$ cat src/rtl/storebuffer_queue_if.sv
// Core request/response and dmem bus bundle for storebuffer_queue.
// slave is the queue's view; master is the core+dmem environment's view.
interface storebuffer_queue_if #(
    parameter int XLEN   = 32,
    parameter int AWIDTH = 32
);
    logic              cpu_valid;
    logic              cpu_fence;
    logic [AWIDTH-1:0] cpu_addr;
    logic [XLEN-1:0]   cpu_wdata;
    logic [XLEN/8-1:0] cpu_wstrb;
    logic              cpu_ready;
    logic [XLEN-1:0]   cpu_rdata;
    logic              mem_valid;
    logic              mem_fence;
    logic [AWIDTH-1:0] mem_addr;
    logic [XLEN-1:0]   mem_wdata;
    logic [XLEN/8-1:0] mem_wstrb;
    logic              mem_ready;
    logic [XLEN-1:0]   mem_rdata;

    modport slave (
        input  cpu_valid, cpu_fence, cpu_addr, cpu_wdata, cpu_wstrb, mem_ready, mem_rdata,
        output cpu_ready, cpu_rdata, mem_valid, mem_fence, mem_addr, mem_wdata, mem_wstrb
    );

    modport master (
        output cpu_valid, cpu_fence, cpu_addr, cpu_wdata, cpu_wstrb, mem_ready, mem_rdata,
        input  cpu_ready, cpu_rdata, mem_valid, mem_fence, mem_addr, mem_wdata, mem_wstrb
    );
endinterface

$ cat src/rtl/storebuffer_queue.sv
// Posted-store queue between core data port and dmem; in-order drain, ordered loads/fences.
// Define STOREBUFFER_FORWARD_EN to let non-overlapping loads overtake and full-word hits forward.
module storebuffer_queue #(
    parameter int DEPTH_LOG2 = 2,
    parameter int XLEN       = 32,
    parameter int AWIDTH     = 32
) (
    input  logic                  clock,
    input  logic                  reset,
    storebuffer_queue_if.slave    bus,
    output logic [DEPTH_LOG2:0]   count
);
    localparam int DEPTH = 1 << DEPTH_LOG2;
    localparam int SW    = XLEN / 8;

    typedef logic [DEPTH_LOG2:0] ptr_t;

    logic [AWIDTH-1:0] entry_addr_q [DEPTH];
    logic [XLEN-1:0]   entry_data_q [DEPTH];
    logic [SW-1:0]     entry_strb_q [DEPTH];

    ptr_t              wptr_q, wptr_d, rptr_q, rptr_d;
    logic              pend_q, pend_d;
    logic              pend_fence_q, pend_fence_d;
    logic [AWIDTH-1:0] pend_addr_q, pend_addr_d;
    logic [XLEN-1:0]   pend_wdata_q, pend_wdata_d;
    logic [SW-1:0]     pend_wstrb_q, pend_wstrb_d;
    logic              mem_valid_q, mem_valid_d;
    logic              mem_fence_q, mem_fence_d;
    logic [AWIDTH-1:0] mem_addr_q, mem_addr_d;
    logic [XLEN-1:0]   mem_wdata_q, mem_wdata_d;
    logic [SW-1:0]     mem_wstrb_q, mem_wstrb_d;
    logic              cpu_ready_q, cpu_ready_d;
    logic [XLEN-1:0]   cpu_rdata_q, cpu_rdata_d;

    logic              req_v, req_fence, req_store, req_load;
    logic [AWIDTH-1:0] req_addr;
    logic [XLEN-1:0]   req_wdata;
    logic [SW-1:0]     req_wstrb;
    logic              empty, full, mem_done, pop, push;
    logic              load_go, fwd_hit;
    logic [XLEN-1:0]   fwd_data;
    logic [DEPTH_LOG2-1:0] head;

    // A fresh request is acted on in its own cycle; otherwise the latched copy is retried.
    assign req_v     = bus.cpu_valid | pend_q;
    assign req_fence = bus.cpu_valid ? bus.cpu_fence : pend_fence_q;
    assign req_addr  = bus.cpu_valid ? bus.cpu_addr  : pend_addr_q;
    assign req_wdata = bus.cpu_valid ? bus.cpu_wdata : pend_wdata_q;
    assign req_wstrb = bus.cpu_valid ? bus.cpu_wstrb : pend_wstrb_q;
    assign req_store = req_v & ~req_fence & (req_wstrb != '0);
    assign req_load  = req_v & ~req_fence & (req_wstrb == '0);

    assign count    = wptr_q - rptr_q;
    assign empty    = (wptr_q == rptr_q);
    assign full     = ((wptr_q ^ rptr_q) == {1'b1, {DEPTH_LOG2{1'b0}}});
    assign head     = rptr_q[DEPTH_LOG2-1:0];
    assign mem_done = mem_valid_q & bus.mem_ready;
    assign pop      = mem_done & (mem_wstrb_q != '0);
    assign push     = req_store & (~full | pop);

`ifdef STOREBUFFER_FORWARD_EN
    localparam int LSB = $clog2(SW);

    logic              ovl_any, ovl_full;
    logic [XLEN-1:0]   ovl_data;
    logic [DEPTH_LOG2-1:0] idx;

    // Walk oldest to youngest so the last match left standing is the youngest entry.
    always_comb begin
        ovl_any  = 1'b0;
        ovl_full = 1'b0;
        ovl_data = '0;
        idx      = '0;
        for (int i = 0; i < DEPTH; i++) begin
            idx = head + DEPTH_LOG2'(i);
            if ((ptr_t'(i) < count) &&
                (entry_addr_q[idx][AWIDTH-1:LSB] == req_addr[AWIDTH-1:LSB])) begin
                ovl_any  = 1'b1;
                ovl_full = &entry_strb_q[idx];
                ovl_data = entry_data_q[idx];
            end
        end
    end

    assign fwd_hit  = req_load & ovl_full;
    assign fwd_data = ovl_data;
    assign load_go  = req_load & ~ovl_any & ~mem_valid_q;
`else
    assign fwd_hit  = 1'b0;
    assign fwd_data = '0;
    assign load_go  = req_load & empty & ~mem_valid_q;
`endif

    always_comb begin
        wptr_d       = wptr_q;
        rptr_d       = rptr_q;
        pend_d       = req_v;
        pend_fence_d = req_fence;
        pend_addr_d  = req_addr;
        pend_wdata_d = req_wdata;
        pend_wstrb_d = req_wstrb;
        mem_valid_d  = mem_valid_q;
        mem_fence_d  = mem_fence_q;
        mem_addr_d   = mem_addr_q;
        mem_wdata_d  = mem_wdata_q;
        mem_wstrb_d  = mem_wstrb_q;
        cpu_ready_d  = 1'b0;
        cpu_rdata_d  = '0;

        if (mem_done) begin
            mem_valid_d = 1'b0;
            mem_fence_d = 1'b0;
            if (pop) begin
                rptr_d = rptr_q + ptr_t'(1);
            end else begin
                cpu_ready_d = 1'b1;
                if (!mem_fence_q) begin
                    cpu_rdata_d = bus.mem_rdata;
                end
            end
        end

        if (push) begin
            wptr_d      = wptr_q + ptr_t'(1);
            pend_d      = 1'b0;
            cpu_ready_d = 1'b1;
        end

        if (fwd_hit) begin
            pend_d      = 1'b0;
            cpu_ready_d = 1'b1;
            cpu_rdata_d = fwd_data;
        end

        // Idle dmem: eligible load first, then the queue head, then a fence once drained.
        if (!mem_valid_q) begin
            if (load_go) begin
                pend_d      = 1'b0;
                mem_valid_d = 1'b1;
                mem_fence_d = 1'b0;
                mem_addr_d  = req_addr;
                mem_wdata_d = '0;
                mem_wstrb_d = '0;
            end else if (!empty) begin
                mem_valid_d = 1'b1;
                mem_fence_d = 1'b0;
                mem_addr_d  = entry_addr_q[head];
                mem_wdata_d = entry_data_q[head];
                mem_wstrb_d = entry_strb_q[head];
            end else if (req_v && req_fence) begin
                pend_d      = 1'b0;
                mem_valid_d = 1'b1;
                mem_fence_d = 1'b1;
                mem_addr_d  = req_addr;
                mem_wdata_d = '0;
                mem_wstrb_d = '0;
            end
        end
    end

    always_ff @(posedge clock) begin
        if (reset) begin
            wptr_q      <= '0;
            rptr_q      <= '0;
            pend_q      <= 1'b0;
            mem_valid_q <= 1'b0;
            mem_fence_q <= 1'b0;
            mem_addr_q  <= '0;
            mem_wdata_q <= '0;
            mem_wstrb_q <= '0;
            cpu_ready_q <= 1'b0;
            cpu_rdata_q <= '0;
        end else begin
            wptr_q      <= wptr_d;
            rptr_q      <= rptr_d;
            pend_q      <= pend_d;
            mem_valid_q <= mem_valid_d;
            mem_fence_q <= mem_fence_d;
            mem_addr_q  <= mem_addr_d;
            mem_wdata_q <= mem_wdata_d;
            mem_wstrb_q <= mem_wstrb_d;
            cpu_ready_q <= cpu_ready_d;
            cpu_rdata_q <= cpu_rdata_d;
        end
    end

    always_ff @(posedge clock) begin
        pend_fence_q <= pend_fence_d;
        pend_addr_q  <= pend_addr_d;
        pend_wdata_q <= pend_wdata_d;
        pend_wstrb_q <= pend_wstrb_d;
        if (push) begin
            entry_addr_q[wptr_q[DEPTH_LOG2-1:0]] <= req_addr;
            entry_data_q[wptr_q[DEPTH_LOG2-1:0]] <= req_wdata;
            entry_strb_q[wptr_q[DEPTH_LOG2-1:0]] <= req_wstrb;
        end
    end

    assign bus.mem_valid = mem_valid_q;
    assign bus.mem_fence = mem_fence_q;
    assign bus.mem_addr  = mem_addr_q;
    assign bus.mem_wdata = mem_wdata_q;
    assign bus.mem_wstrb = mem_wstrb_q;
    assign bus.cpu_ready = cpu_ready_q;
    assign bus.cpu_rdata = cpu_rdata_q;
endmodule

$ cat src/flat_wrapper.sv
// flat-port wrapper written by rule: the top's interface ports become plain ports
module storebuffer_queue_flat 
#(
    parameter int DEPTH_LOG2 = 2,
    parameter int XLEN       = 32,
    parameter int AWIDTH     = 32
)
  (clock, reset, count, bus_cpu_valid, bus_cpu_fence, bus_cpu_addr, bus_cpu_wdata, bus_cpu_wstrb, bus_mem_ready, bus_mem_rdata, bus_cpu_ready, bus_cpu_rdata, bus_mem_valid, bus_mem_fence, bus_mem_addr, bus_mem_wdata, bus_mem_wstrb);
  storebuffer_queue_if #(.XLEN(XLEN), .AWIDTH(AWIDTH)) bus_i ();
  input  logic clock;
  input  logic reset;
  output logic [DEPTH_LOG2:0] count;
  input wire logic [$bits(bus_i.cpu_valid)-1:0] bus_cpu_valid;
  input wire logic [$bits(bus_i.cpu_fence)-1:0] bus_cpu_fence;
  input wire logic [$bits(bus_i.cpu_addr)-1:0] bus_cpu_addr;
  input wire logic [$bits(bus_i.cpu_wdata)-1:0] bus_cpu_wdata;
  input wire logic [$bits(bus_i.cpu_wstrb)-1:0] bus_cpu_wstrb;
  input wire logic [$bits(bus_i.mem_ready)-1:0] bus_mem_ready;
  input wire logic [$bits(bus_i.mem_rdata)-1:0] bus_mem_rdata;
  output wire logic [$bits(bus_i.cpu_ready)-1:0] bus_cpu_ready;
  output wire logic [$bits(bus_i.cpu_rdata)-1:0] bus_cpu_rdata;
  output wire logic [$bits(bus_i.mem_valid)-1:0] bus_mem_valid;
  output wire logic [$bits(bus_i.mem_fence)-1:0] bus_mem_fence;
  output wire logic [$bits(bus_i.mem_addr)-1:0] bus_mem_addr;
  output wire logic [$bits(bus_i.mem_wdata)-1:0] bus_mem_wdata;
  output wire logic [$bits(bus_i.mem_wstrb)-1:0] bus_mem_wstrb;
  assign bus_i.cpu_valid = bus_cpu_valid;
  assign bus_i.cpu_fence = bus_cpu_fence;
  assign bus_i.cpu_addr = bus_cpu_addr;
  assign bus_i.cpu_wdata = bus_cpu_wdata;
  assign bus_i.cpu_wstrb = bus_cpu_wstrb;
  assign bus_i.mem_ready = bus_mem_ready;
  assign bus_i.mem_rdata = bus_mem_rdata;
  assign bus_cpu_ready = bus_i.cpu_ready;
  assign bus_cpu_rdata = bus_i.cpu_rdata;
  assign bus_mem_valid = bus_i.mem_valid;
  assign bus_mem_fence = bus_i.mem_fence;
  assign bus_mem_addr = bus_i.mem_addr;
  assign bus_mem_wdata = bus_i.mem_wdata;
  assign bus_mem_wstrb = bus_i.mem_wstrb;
  storebuffer_queue #(.DEPTH_LOG2(DEPTH_LOG2), .XLEN(XLEN), .AWIDTH(AWIDTH)) u_core (.clock(clock), .reset(reset), .bus(bus_i), .count(count));
endmodule
$ cat config.mk
export PLATFORM = sky130hd
export DESIGN_NAME = storebuffer_queue_flat
export DESIGN_NICKNAME = d
export VERILOG_FILES = /design/src/rtl/storebuffer_queue_if.sv /design/src/rtl/storebuffer_queue.sv /design/src/flat_wrapper.sv
export SDC_FILE = /design/constraint.sdc
export NUM_CORES = 1
export LEC_CHECK = 0
export ABC_AREA = 1
export ABC_CLOCK_PERIOD_IN_PS = 11470
export BUFFER_PORTS_ARGS = -buffer_cell sky130_fd_sc_hd__buf_4
export CORE_MARGIN = 2
export CORE_UTILIZATION = 55
export CTS_BUF_LIST = sky130_fd_sc_hd__clkbuf_8
export DETAILED_ROUTE_END_ITERATION = 6
export PLACE_DENSITY = 0.76
export SYNTH_ARGS = -nofsm -noshare
export SYNTH_HDL_FRONTEND = slang
export SYNTH_SLANG_ARGS = --single-unit
$ cat constraint.sdc
create_clock -name clock -period 11.47 [get_ports clock]
set_input_delay 2.294 -clock clock [delete_from_list [all_inputs] [get_ports clock]]
set_output_delay 2.294 -clock clock [all_outputs]
set_load 0.03 [all_outputs]
[Yosys cells after proc, flatten, opt, wreduce, memory -nomap -nowiden]
Memories as Yosys holds them, arrays and structs flattened. A register that Yosys moved wholly into a read port is not among the register bits.
Index checks and enable logic that the tools add are counted.
Word-level totals
  register bits after elaboration: 179
  bits of input ports: 105
  memory bits (read-only): 0
  memories: 3
  logic and storage cells: 84
  latch bits: 0
  RAM bits: 272
Operators by class
  reduce and logical (&&, ||, !) cells: 7
  multiply operators: 0
  shift operators: 0
  add/subtract/negate cells: 3
  div/mod/pow operators: 0
  bitwise logic cells: 15
  order comparisons: 0
  muxes and demuxes: 39
  equal/unequal tests: 3
Memory list
  u_core.entry_addr_q: depth 4, bits a word 32, read ports 1, clocked after memory_dff 1, wr ports 1, line storebuffer_queue.sv:18  | logic [AWIDTH-1:0] entry_addr_q [DEPTH];
  u_core.entry_data_q: depth 4, bits a word 32, read ports 1, clocked after memory_dff 1, wr ports 1, line storebuffer_queue.sv:19  | logic [XLEN-1:0] entry_data_q [DEPTH];
  u_core.entry_strb_q: depth 4, bits a word 4, read ports 1, clocked after memory_dff 1, wr ports 1, line storebuffer_queue.sv:20  | logic [SW-1:0] entry_strb_q [DEPTH];
Operators by type and width (number)
  2-to-1 mux 32 bit: 8
  2-to-1 mux 1 bit: 21
  2-to-1 mux 4 bit: 4
  2-to-1 mux 2 bit: 6
  bitwise AND 1 bit: 8
  nonzero test 4 bit: 2
  adder 3 x 1 -> 3 bit, second input constant: 2
  logical NOT 4 bit: 1
  inverter 1 bit: 4
  AND reduction 2 bit: 2
  OR reduction 4 bit: 1
  == test 3 bit: 1
  == test 3 bit, second input constant: 1
  != test 3 bit, second input constant: 1
  subtractor 3 bit: 1
  XOR 3 bit: 1
  bitwise OR 1 bit: 2
  logical AND 1 bit: 1

[Longest topological paths before layout]
Gate-level depths: netlist (run 1).
  depth in word-level cells: 10
  mapped depth: 13

[Least setup slack after synthesis (run 1)]
No wires, ideal clock.
  kind: input port to flip-flop
  start point: input port bus_cpu_valid
  end point: memory u_core.entry_addr_q[0][0], enable pin
  stages: 10
  library setup time: 0.494 ns
  slack: 5.165 ns
  path buffers: 2
  arrival time: 5.810 ns
  path through: inv_2 > buf_4 > nand2_1 > nand2_1 > nand2_1 > nor2_1 > inv_1 > nand3_1 > buf_2 > nor2_1
On the way
  word-level cells in the longest chain between the ends: 7
  elaborated cells between the ends (all ways): 10
  classes of those cells: mux (4); bitwise (5); reduce/logical (1)
Ends and longest elaborated chain
  from (decl): line flat_wrapper.sv:13  | input wire logic [$bits(bus_i.cpu_valid)-1:0] bus_cpu_valid;
  2-to-1 mux 1 bit: line storebuffer_queue.sv:47  | assign req_fence = bus.cpu_valid ? bus.cpu_fence : pend_fence_q;
  inverter 1 bit: line storebuffer_queue.sv:51  | assign req_store = req_v & ~req_fence & (req_wstrb != '0);
  bitwise AND 1 bit: line storebuffer_queue.sv:51
  bitwise AND 1 bit *: line storebuffer_queue.sv:51
  bitwise AND 1 bit *: line storebuffer_queue.sv:60  | assign push = req_store & (~full | pop);
  2-to-1 mux 1 bit *: line storebuffer_queue.sv:193  | if (push) begin
  2-to-1 mux 1 bit (implied by the code) *: line storebuffer_queue.sv:194  | entry_addr_q[wptr_q[DEPTH_LOG2-1:0]] <= req_addr;
  to (decl): line storebuffer_queue.sv:18
Every way passes the cells marked *; elsewhere a longest branch is shown, timed or not.

[Final worst setup path (run 1)]
  start point: input port bus_cpu_valid
  end point: memory u_core.entry_data_q[3][4], enable pin
On the way
  word-level cells in the longest chain between the ends: 7
  elaborated cells between the ends (all ways): 10
  classes of those cells: mux (4); bitwise (5); reduce/logical (1)
Ends and longest elaborated chain
  2-to-1 mux 1 bit: line storebuffer_queue.sv:47
  inverter 1 bit: line storebuffer_queue.sv:51
  bitwise AND 1 bit: line storebuffer_queue.sv:51
  bitwise AND 1 bit *: line storebuffer_queue.sv:51
  bitwise AND 1 bit *: line storebuffer_queue.sv:60
  2-to-1 mux 1 bit *: line storebuffer_queue.sv:193
  2-to-1 mux 1 bit (implied by the code) *: line storebuffer_queue.sv:195  | entry_data_q[wptr_q[DEPTH_LOG2-1:0]] <= req_wdata;
  to (decl): line storebuffer_queue.sv:19
Marked as above.

==> out/qor.tcl, run 1 <==
set qor(gr-total-overflow) 0
set qor(postCtsResizedCells) 0
set qor(preCtsSetupSlack_ns) 5.46
set qor(yosysTopAreaCellShare_pct) 47.5
set qor(synthesis.instances) 1732
set qor(cts.reportedPaths.clkPinSlew_ns) 0.06
set qor(route.detailed.vias_per_inst) 5.12
set qor(cts_post_setup_buffers_inserted) 0
set qor(async_set_reset_flop_share_out_of_synthesis_pct) 0
set qor(floorplan.die.width_um) 181
set qor(layout_min_cycle_time_ns) 5.40
set qor(multiInputGateArea_um2) 4470
set qor(final-instance-count-excl-fill) 2385
set qor(setup.worst_path.end_class) {flip-flop}
set qor(comb_power_share_pct) 20.8
set qor(run_status) {complete, no violations}
set qor(synth_edf_count) 272
set qor(detailroute.wirelength.met2_um) 18500
set qor(layout-drive-gt1-share_pct) 17.0
set qor(final.setup_skew_ns) 0.0263
set qor(num-nets-final) 2044
set qor(synth.top_cells.by_area) {edfxtp_1, dfxtp_1, nand2_1}
set qor(placed_instance_count) 2254
set qor(dieArea_um2) 32700
set qor(max_freq_ghz) 0.185
set qor(power.share.switching_pct) 30.5
set qor(whs_path_depth) 2
set qor(net-switching-power_w) 0.00126
set qor(worst_ir_drop_vdd_mv) 0.127
set qor(detail_route.drc_violations) 0
set qor(detail-route-antenna-nets) 0
set qor(met3_wirelength_um) 2140
set qor(critPathMaxStageDelay_ns) 0.96
set qor(pwr-share-seq_pct) 47.1
set qor(routed_wirelength_um) 37200
set qor(critical_path_required_ns) 11.67
set qor(final_hold_slack_ns) 0.464
set qor(internal_power_w) 0.00288
set qor(clock_tree_from_tritoncts) {built}
set qor(cts_made_buffers) 71
set qor(ys.warnings.count) 0
set qor(core_area_um2) 30700
set qor(max_cap_viol_count) 0
set qor(io_pins) 211
set qor(fillCellCount) 2325
set qor(number_of_global_route_vias_before_repair) 12030
set qor(global_route_usage_over_all_layers_pct) 22.4
set qor(ys_ff_latch) 453
set qor(n_antenna_cell) 0
set qor(synthesis.area_um2) 17200
set qor(route.detailed.wl_per_inst_um) 15.6
set qor(crit_arrival_ns) 5.59
set qor(critical_path.most_common_cell) {nand2_1}
set qor(grt_pass1_wl_um) 59400
set qor(start_kind) {input port}
set qor(m1WireLength_um) 15600
set qor(synth_top_cells_by_count) {nand2_1, edfxtp_1, nor2_1}
set qor(final_hold_vio_count) 0
set qor(aggregate_negative_setup_slack_ns) 0
set qor(firstDrtPassIters) 5
set qor(layout_worst_path_cycle_share_pct) 47.1
set qor(postSynthAreaPerCell_um2) 9.93
set qor(crit_path_max_fanout) 39
set qor(leakagePower_nw) 8.90
set qor(clock_tree.root_cell) {clkbuf_8}
set qor(vias) 12209
set qor(yosysSeqAreaShare_pct) 68.6
set qor(areaGrowthSynthToFinish_pct) 18.5
set qor(timing.reg2reg.setup_slack_ns) 7.90
set qor(synthMostInstantiatedCell) {nand2_1}
set qor(worst_setup_path_category) {input port to flip-flop}
set qor(seq_area_um2) 11800
set qor(buffer_ports.inserted) 210
set qor(cts-root-to-sink-buffers) 3
set qor(non_filler_cell_area_final_um2) 20400
set qor(grt_antenna_before_repair) 0
set qor(final_wtd_congestion) 0.761
set qor(crit_path_cell_trace) {buf_4 > inv_2 > nand2_1 > nand2_1 > nand2_1 > nor2_1 > inv_1 > nand3_1 > nor2_4 > buf_4}
set qor(ctsHoldBuffers) 0
set qor(maxSlewHeadroom_pct) 24.3
set qor(post-synth-top-area-cell) {edfxtp_1}
set qor(grt_setup_unrepaired) {false}
set qor(clkPwrFrac_pct) 32.1
set qor(grt_start_max_net_pins) 109
set qor(highest-signal-layer) {met4}
set qor(drt_iter0_drc) 893
set qor(power_per_cell_area_nw_per_um2) 203
set qor(place_hpwl_um) 21700
set qor(insertion_delay_ns) 0.58
set qor(fp-row-count) 64
set qor(layout_setup_ws_ns) 6.07
set qor(h-tree-depth) 3
set qor(max_slew.worst_pin.slew_ns) 1.14
set qor(post_dp_cell_area_um2) 19000
set qor(synth.net_count) 1845
set qor(die_h_um) 181
set qor(worstRegToRegCells) 8
set qor(setup-violations-final) 0
set qor(synth_ff_type) {edfxtp_1}
set qor(timing.critical_path.slowest_stage_cell) {nor2_4}
set qor(clock_tree_sinks) 453
set qor(timing_max_transition_violations_final) 0
set qor(timing.hold.worst.class) {flip-flop to flip-flop}
set qor(initial_core_util_pct) 56.1
set qor(unique_masters_post_synth) 24
==> per-stage QoR <==
| stage | power, W | utilization (%) |
|---|---|---|
| 6_report | 0.00414 | 66.4 |
| 3_3_place_gp | 0.00283 | 61.8 |
| 3_5_place_dp | 0.00285 | 61.8 |
| 2_1_floorplan | 0.00258 | - |
| 4_1_cts | 0.00417 | 66.4 |
| 5_1_grt | 0.00434 | 66.4 |
==> layer usage <==
layer,GRT usage (%),vias to the layer above
met3,3.51,72
met1,28.5,5688
met5,0,-
li1,-,6050
met2,38.9,399
met4,8.26,0
==> critical path: cells and delay by family <==
kind / cells / cell delay (ns)
buf+inv: 4 / 1.45
simple gates: 6 / 1.78
==> path summary, 6_finish.rpt <==
kind	from	endpoint
max	bus_cpu_valid	u_core.entry_data_q[3][4]
min	u_core.bus.mem_wdata[28]	u_core.bus.mem_wdata[28]
max reg2reg	u_core.wptr_q[0]	u_core.entry_data_q[3][4]
min reg2reg	u_core.bus.mem_wdata[28]	u_core.bus.mem_wdata[28]
==> kinds of logic after synthesis <==
family	count (synthesis)	share of synthesized area [%]
AND/OR/NAND/NOR	783	17.5
flip-flops	453	68.6
AO/OA/AOI/OAI	252	7.60
buffers and inverters	234	5.63
adder cells (fa/ha/maj)	8	0.626
XOR/XNOR	2	0.102
==> cells in the final DEF, fill, tap and decap left out, drive strengths merged, types with 7 or more instances in the layout <==
master,netlist,layout
inv,135,165
nand2,557,557
a21oi,106,106
nand3,37,37
clkbuf,56,80
o21ai,110,110
buf,42,224
clkinv,1,17
edfxtp,272,272
dfxtp,181,181
nor2,184,184
o22ai,36,36
ha,7,7
==> registers in the layout (all words and copies together) (netlist names), 3 cells and up, named ones only <==
register / cells
u_core.bus.mem_wstrb: 4
u_core.pend_wstrb_q: 4
u_core.entry_addr_q: 128
u_core.bus.mem_addr: 32
u_core.wptr_q: 3
u_core.pend_wdata_q: 32
u_core.bus.mem_wdata: 32
u_core.entry_data_q: 128
u_core.entry_strb_q: 16
u_core.pend_addr_q: 32
u_core.rptr_q: 3
u_core.bus.cpu_rdata: 32
==> final cells by class <==
| cell class | instances | share of cell area (%) |
|---|---|---|
| repair buffers | 224 | 8.26 |
| well taps | 396 | 2.43 |
| clock buffers | 80 | 5.41 |
| flip-flops and latches | 453 | 57.9 |
| inverters | 136 | 2.52 |
| clock inverters | 51 | 1.55 |
| multi-input cells | 1045 | 21.9 |
==> power groups by stage <==
stage | clock network, W | logic, W | registers (W)
floorplan | 0 | 0.000467 | 0.00211
global placement | 0 | 0.000847 | 0.00198
detailed placement | 0 | 0.000863 | 0.00199
CTS | 0.00135 | 0.000866 | 0.00195
global route | 0.00143 | 0.000950 | 0.00197
finish | 0.00133 | 0.000860 | 0.00195
(Power assumes the default switching activity.)
==> run 2: changes to the inputs <==
Settings changed: ABC_AREA 1 to 0, ABC_CLOCK_PERIOD_IN_PS 11470 to 5420, PLACE_DENSITY 0.76 to 0.77.
Clock period 11.47 ns to 5.42 ns, I/O delays scaled along.
==> run 2 against run 1 <==
- clock power up 100%
- sequential cell count unchanged
- sequential power up 100%
- critical endpoint is now u_core.bus.mem_wdata[11]
- via count down 31%
- combinational power down 1%
- final area down 4.9%
- first-iteration DRC count down 32%
- critical path depth down 3
- count of clock-buffer cells in the layout up 3
- synthesized cell count down 51%
- critical path type unchanged
==> out/qor.tcl, run 2 <==
set qor(run_status) {complete, no violations}
set qor(crit_arrival_ns) 3.82
set qor(timing_max_transition_violations_final) 0
set qor(post_synth_and_or_nand_nor_area_fraction_pct) 2.87
set qor(clkPwrFrac_pct) 35.8
set qor(synth_compound_gate_area_share_pct) 4.69
set qor(timing.critical_path.slowest_stage_cell) {buf_4}
set qor(muxShareOfSynthArea_pct) 16.6
set qor(synth.top_cells.by_area) {edfxtp_1, dfxtp_1, mux4_2}
set qor(worst_setup_path_category) {input port to flip-flop}
set qor(net-switching-power_w) 0.00181
set qor(io_pins) 211
set qor(ys_ff_latch) 453
set qor(firstDrtPassIters) 5
set qor(detail-route-antenna-nets) 0
set qor(power.share.switching_pct) 24.2
set qor(num-nets-final) 1202
set qor(final.setup_skew_ns) 0.0147
set qor(aggregate_negative_setup_slack_ns) 0
set qor(postSynthAreaPerCell_um2) 19.0
set qor(timing.hold.worst.class) {flip-flop to flip-flop}
set qor(synthesis.instances) 848
set qor(yosysSeqAreaShare_pct) 73.4
set qor(non_filler_cell_area_final_um2) 19400
set qor(ctsHoldBuffers) 0
set qor(synthMostInstantiatedCell) {edfxtp_1}
set qor(synth-xor-area-share_pct) 0.272
set qor(combinational_family_with_the_most_area_after_synthesis) {multiplexers}
set qor(leakagePower_nw) 7.20
set qor(worst_ir_drop_vdd_mv) 0.220
set qor(pwr-share-seq_pct) 52.9
set qor(crit_path_cell_trace) {buf_4 > buf_4 > nor3b_1 > a211oi_2 > a41o_2 > buf_4 > a22o_1}
set qor(setup.worst_path.end_class) {flip-flop}
set qor(cts-root-to-sink-buffers) 3
set qor(fp-row-count) 62
set qor(clock_tree_sinks) 453
set qor(buffer_ports.inserted) 210
set qor(vias) 8399
set qor(unique_masters_post_synth) 45
set qor(final_hold_vio_count) 0
set qor(grt_start_max_net_pins) 76
set qor(cts.reportedPaths.clkPinSlew_ns) 0.06
set qor(commonest_non_fill_non_tap_cells_in_the_layout) {edfxtp_1, buf_4, dfxtp_1}
set qor(synth.net_count) 961
set qor(place_hpwl_um) 17600
set qor(initial_core_util_pct) 56.0
set qor(max_slew.worst_pin.slew_ns) 1.08
set qor(critical_path_cell_count) 7
set qor(post_dp_cell_area_um2) 18000
set qor(number_of_global_route_vias_before_repair) 8763
set qor(die_h_um) 175
set qor(h-tree-depth) 3
set qor(areaGrowthSynthToFinish_pct) 20.5
set qor(synth_top_cells_by_count) {edfxtp_1, dfxtp_1, mux2_2}
set qor(n_antenna_cell) 0
set qor(comb_power_share_pct) 11.3
set qor(crit_family) {buffers and inverters}
set qor(route.detailed.wl_per_inst_um) 20.3
set qor(async_set_reset_flop_share_out_of_synthesis_pct) 0
set qor(layout_worst_path_cycle_share_pct) 61.1
set qor(clock_tree.root_cell) {clkbuf_8}
set qor(max_freq_ghz) 0.302
set qor(layout_setup_ws_ns) 2.11
set qor(synth_ff_type) {edfxtp_1}
set qor(layout_min_cycle_time_ns) 3.31
set qor(preCtsSetupSlack_ns) 1.53
set qor(crit_path_max_fanout) 75
set qor(routed_wirelength_um) 30900
set qor(core_area_um2) 28700
set qor(gr-total-overflow) 0
set qor(detail_route.drc_violations) 0
set qor(power_per_cell_area_nw_per_um2) 388
set qor(critical_path.most_common_cell) {buf_4}
set qor(drt_iter0_drc) 609
set qor(whs_path_depth) 1
set qor(postCtsResizedCells) 0
set qor(insertion_delay_ns) 0.58
set qor(setup-violations-final) 0
set qor(synthesis.area_um2) 16100
set qor(critical_path_required_ns) 5.93
set qor(clock_tree_from_tritoncts) {built}
set qor(grt_antenna_before_repair) 0
set qor(max_cap_viol_count) 0
set qor(synth_adder_area_share_pct) 0.669
set qor(mostFrequentLayoutCell) {edfxtp_1}
set qor(path_buf_inv) 3
set qor(cts_made_buffers) 70
set qor(layout-drive-gt1-share_pct) 43.0
set qor(global_route_usage_over_all_layers_pct) 20.2
set qor(ys.warnings.count) 0
set qor(dieArea_um2) 30600
set qor(route.detailed.vias_per_inst) 5.50
set qor(worstRegToRegCells) 4
set qor(critPathMaxStageDelay_ns) 0.79
set qor(synth_edf_count) 272
set qor(maxSlewHeadroom_pct) 27.8
set qor(start_kind) {input port}
set qor(post-synth-top-area-cell) {edfxtp_1}
set qor(floorplan.die.width_um) 175
set qor(final_wtd_congestion) 0.784
set qor(grt_pass1_wl_um) 47500
set qor(grt_setup_unrepaired) {false}
set qor(yosysTopAreaCellShare_pct) 50.8
set qor(internal_power_w) 0.00570
set qor(cts_post_setup_buffers_inserted) 0
==> run 2: path summary, 6_finish.rpt <==
path / from / to / slack [ns]
min: u_core.bus.mem_addr[27] / u_core.bus.mem_addr[27] / 0.48
min reg2reg: u_core.bus.mem_addr[27] / u_core.bus.mem_addr[27] / 0.48
max: bus_cpu_valid / u_core.bus.mem_wdata[11] / 2.11
max reg2reg: u_core.bus.mem_valid / u_core.wptr_q[2] / 2.37
==> run 2: area by class of cell <==
cell class,instances,area [um^2]
Clock buffer,83,1140
Clock inverter,44,218
Fill cell,1945,9330
Inverter,9,33.8
Multi-Input combinational cell,340,4090
Sequential cell,453,11800
Tap cell,384,480
Timing Repair Buffer,215,1610
==> run 2: cells by family after synthesis <==
| kind of cell | count (synthesis) |
|---|---|
| multiplexers | 169 |
| flip-flops | 453 |
| AND/OR/NAND/NOR | 69 |
| AO/OA/AOI/OAI | 89 |
| adder cells (fa/ha/maj) | 8 |
| XOR/XNOR | 5 |
| buffers and inverters | 55 |
==> run 2: metrics by stage <==
step           hold slack [ns]  instances  power (W)  util, %
2_1_floorplan            0.466        848    0.00458        -
3_3_place_gp             0.466       1401    0.00487     62.7
3_5_place_dp             0.468       1401    0.00490     62.7
4_1_cts                  0.486       1528    0.00758     67.5
5_1_grt                  0.490       1528    0.00778     67.5
6_report                 0.484       1528    0.00751     67.5
==> run 2: metal layers <==
layer | vias up | routed length, um | GRT usage [%]
li1 | 3825 | - | -
met1 | 4219 | 13300 | 27.8
met2 | 305 | 14900 | 32.2
met3 | 50 | 2090 | 4.09
met4 | 0 | 580 | 7.64
met5 | - | 0 | 0
==> run 2: worst register-to-register path: cells and delay by family (launching register included) <==
kind / cells / cell delay (ns)
AND/OR/NAND/NOR: 2 / 1.28
multiplexers: 1 / 0.38
AO/OA/AOI/OAI: 1 / 0.61
flip-flops: 1 / 0.67
==> run 2: power by group through the flow <==
stage               Sequential [W]  Clock, W  Combinational [W]
finish                     0.00398   0.00269           0.000848
CTS                        0.00398   0.00275           0.000855
detailed placement         0.00405         0           0.000850
floorplan                  0.00416         0           0.000419
global placement           0.00404         0           0.000831
global route               0.00399   0.00289           0.000902
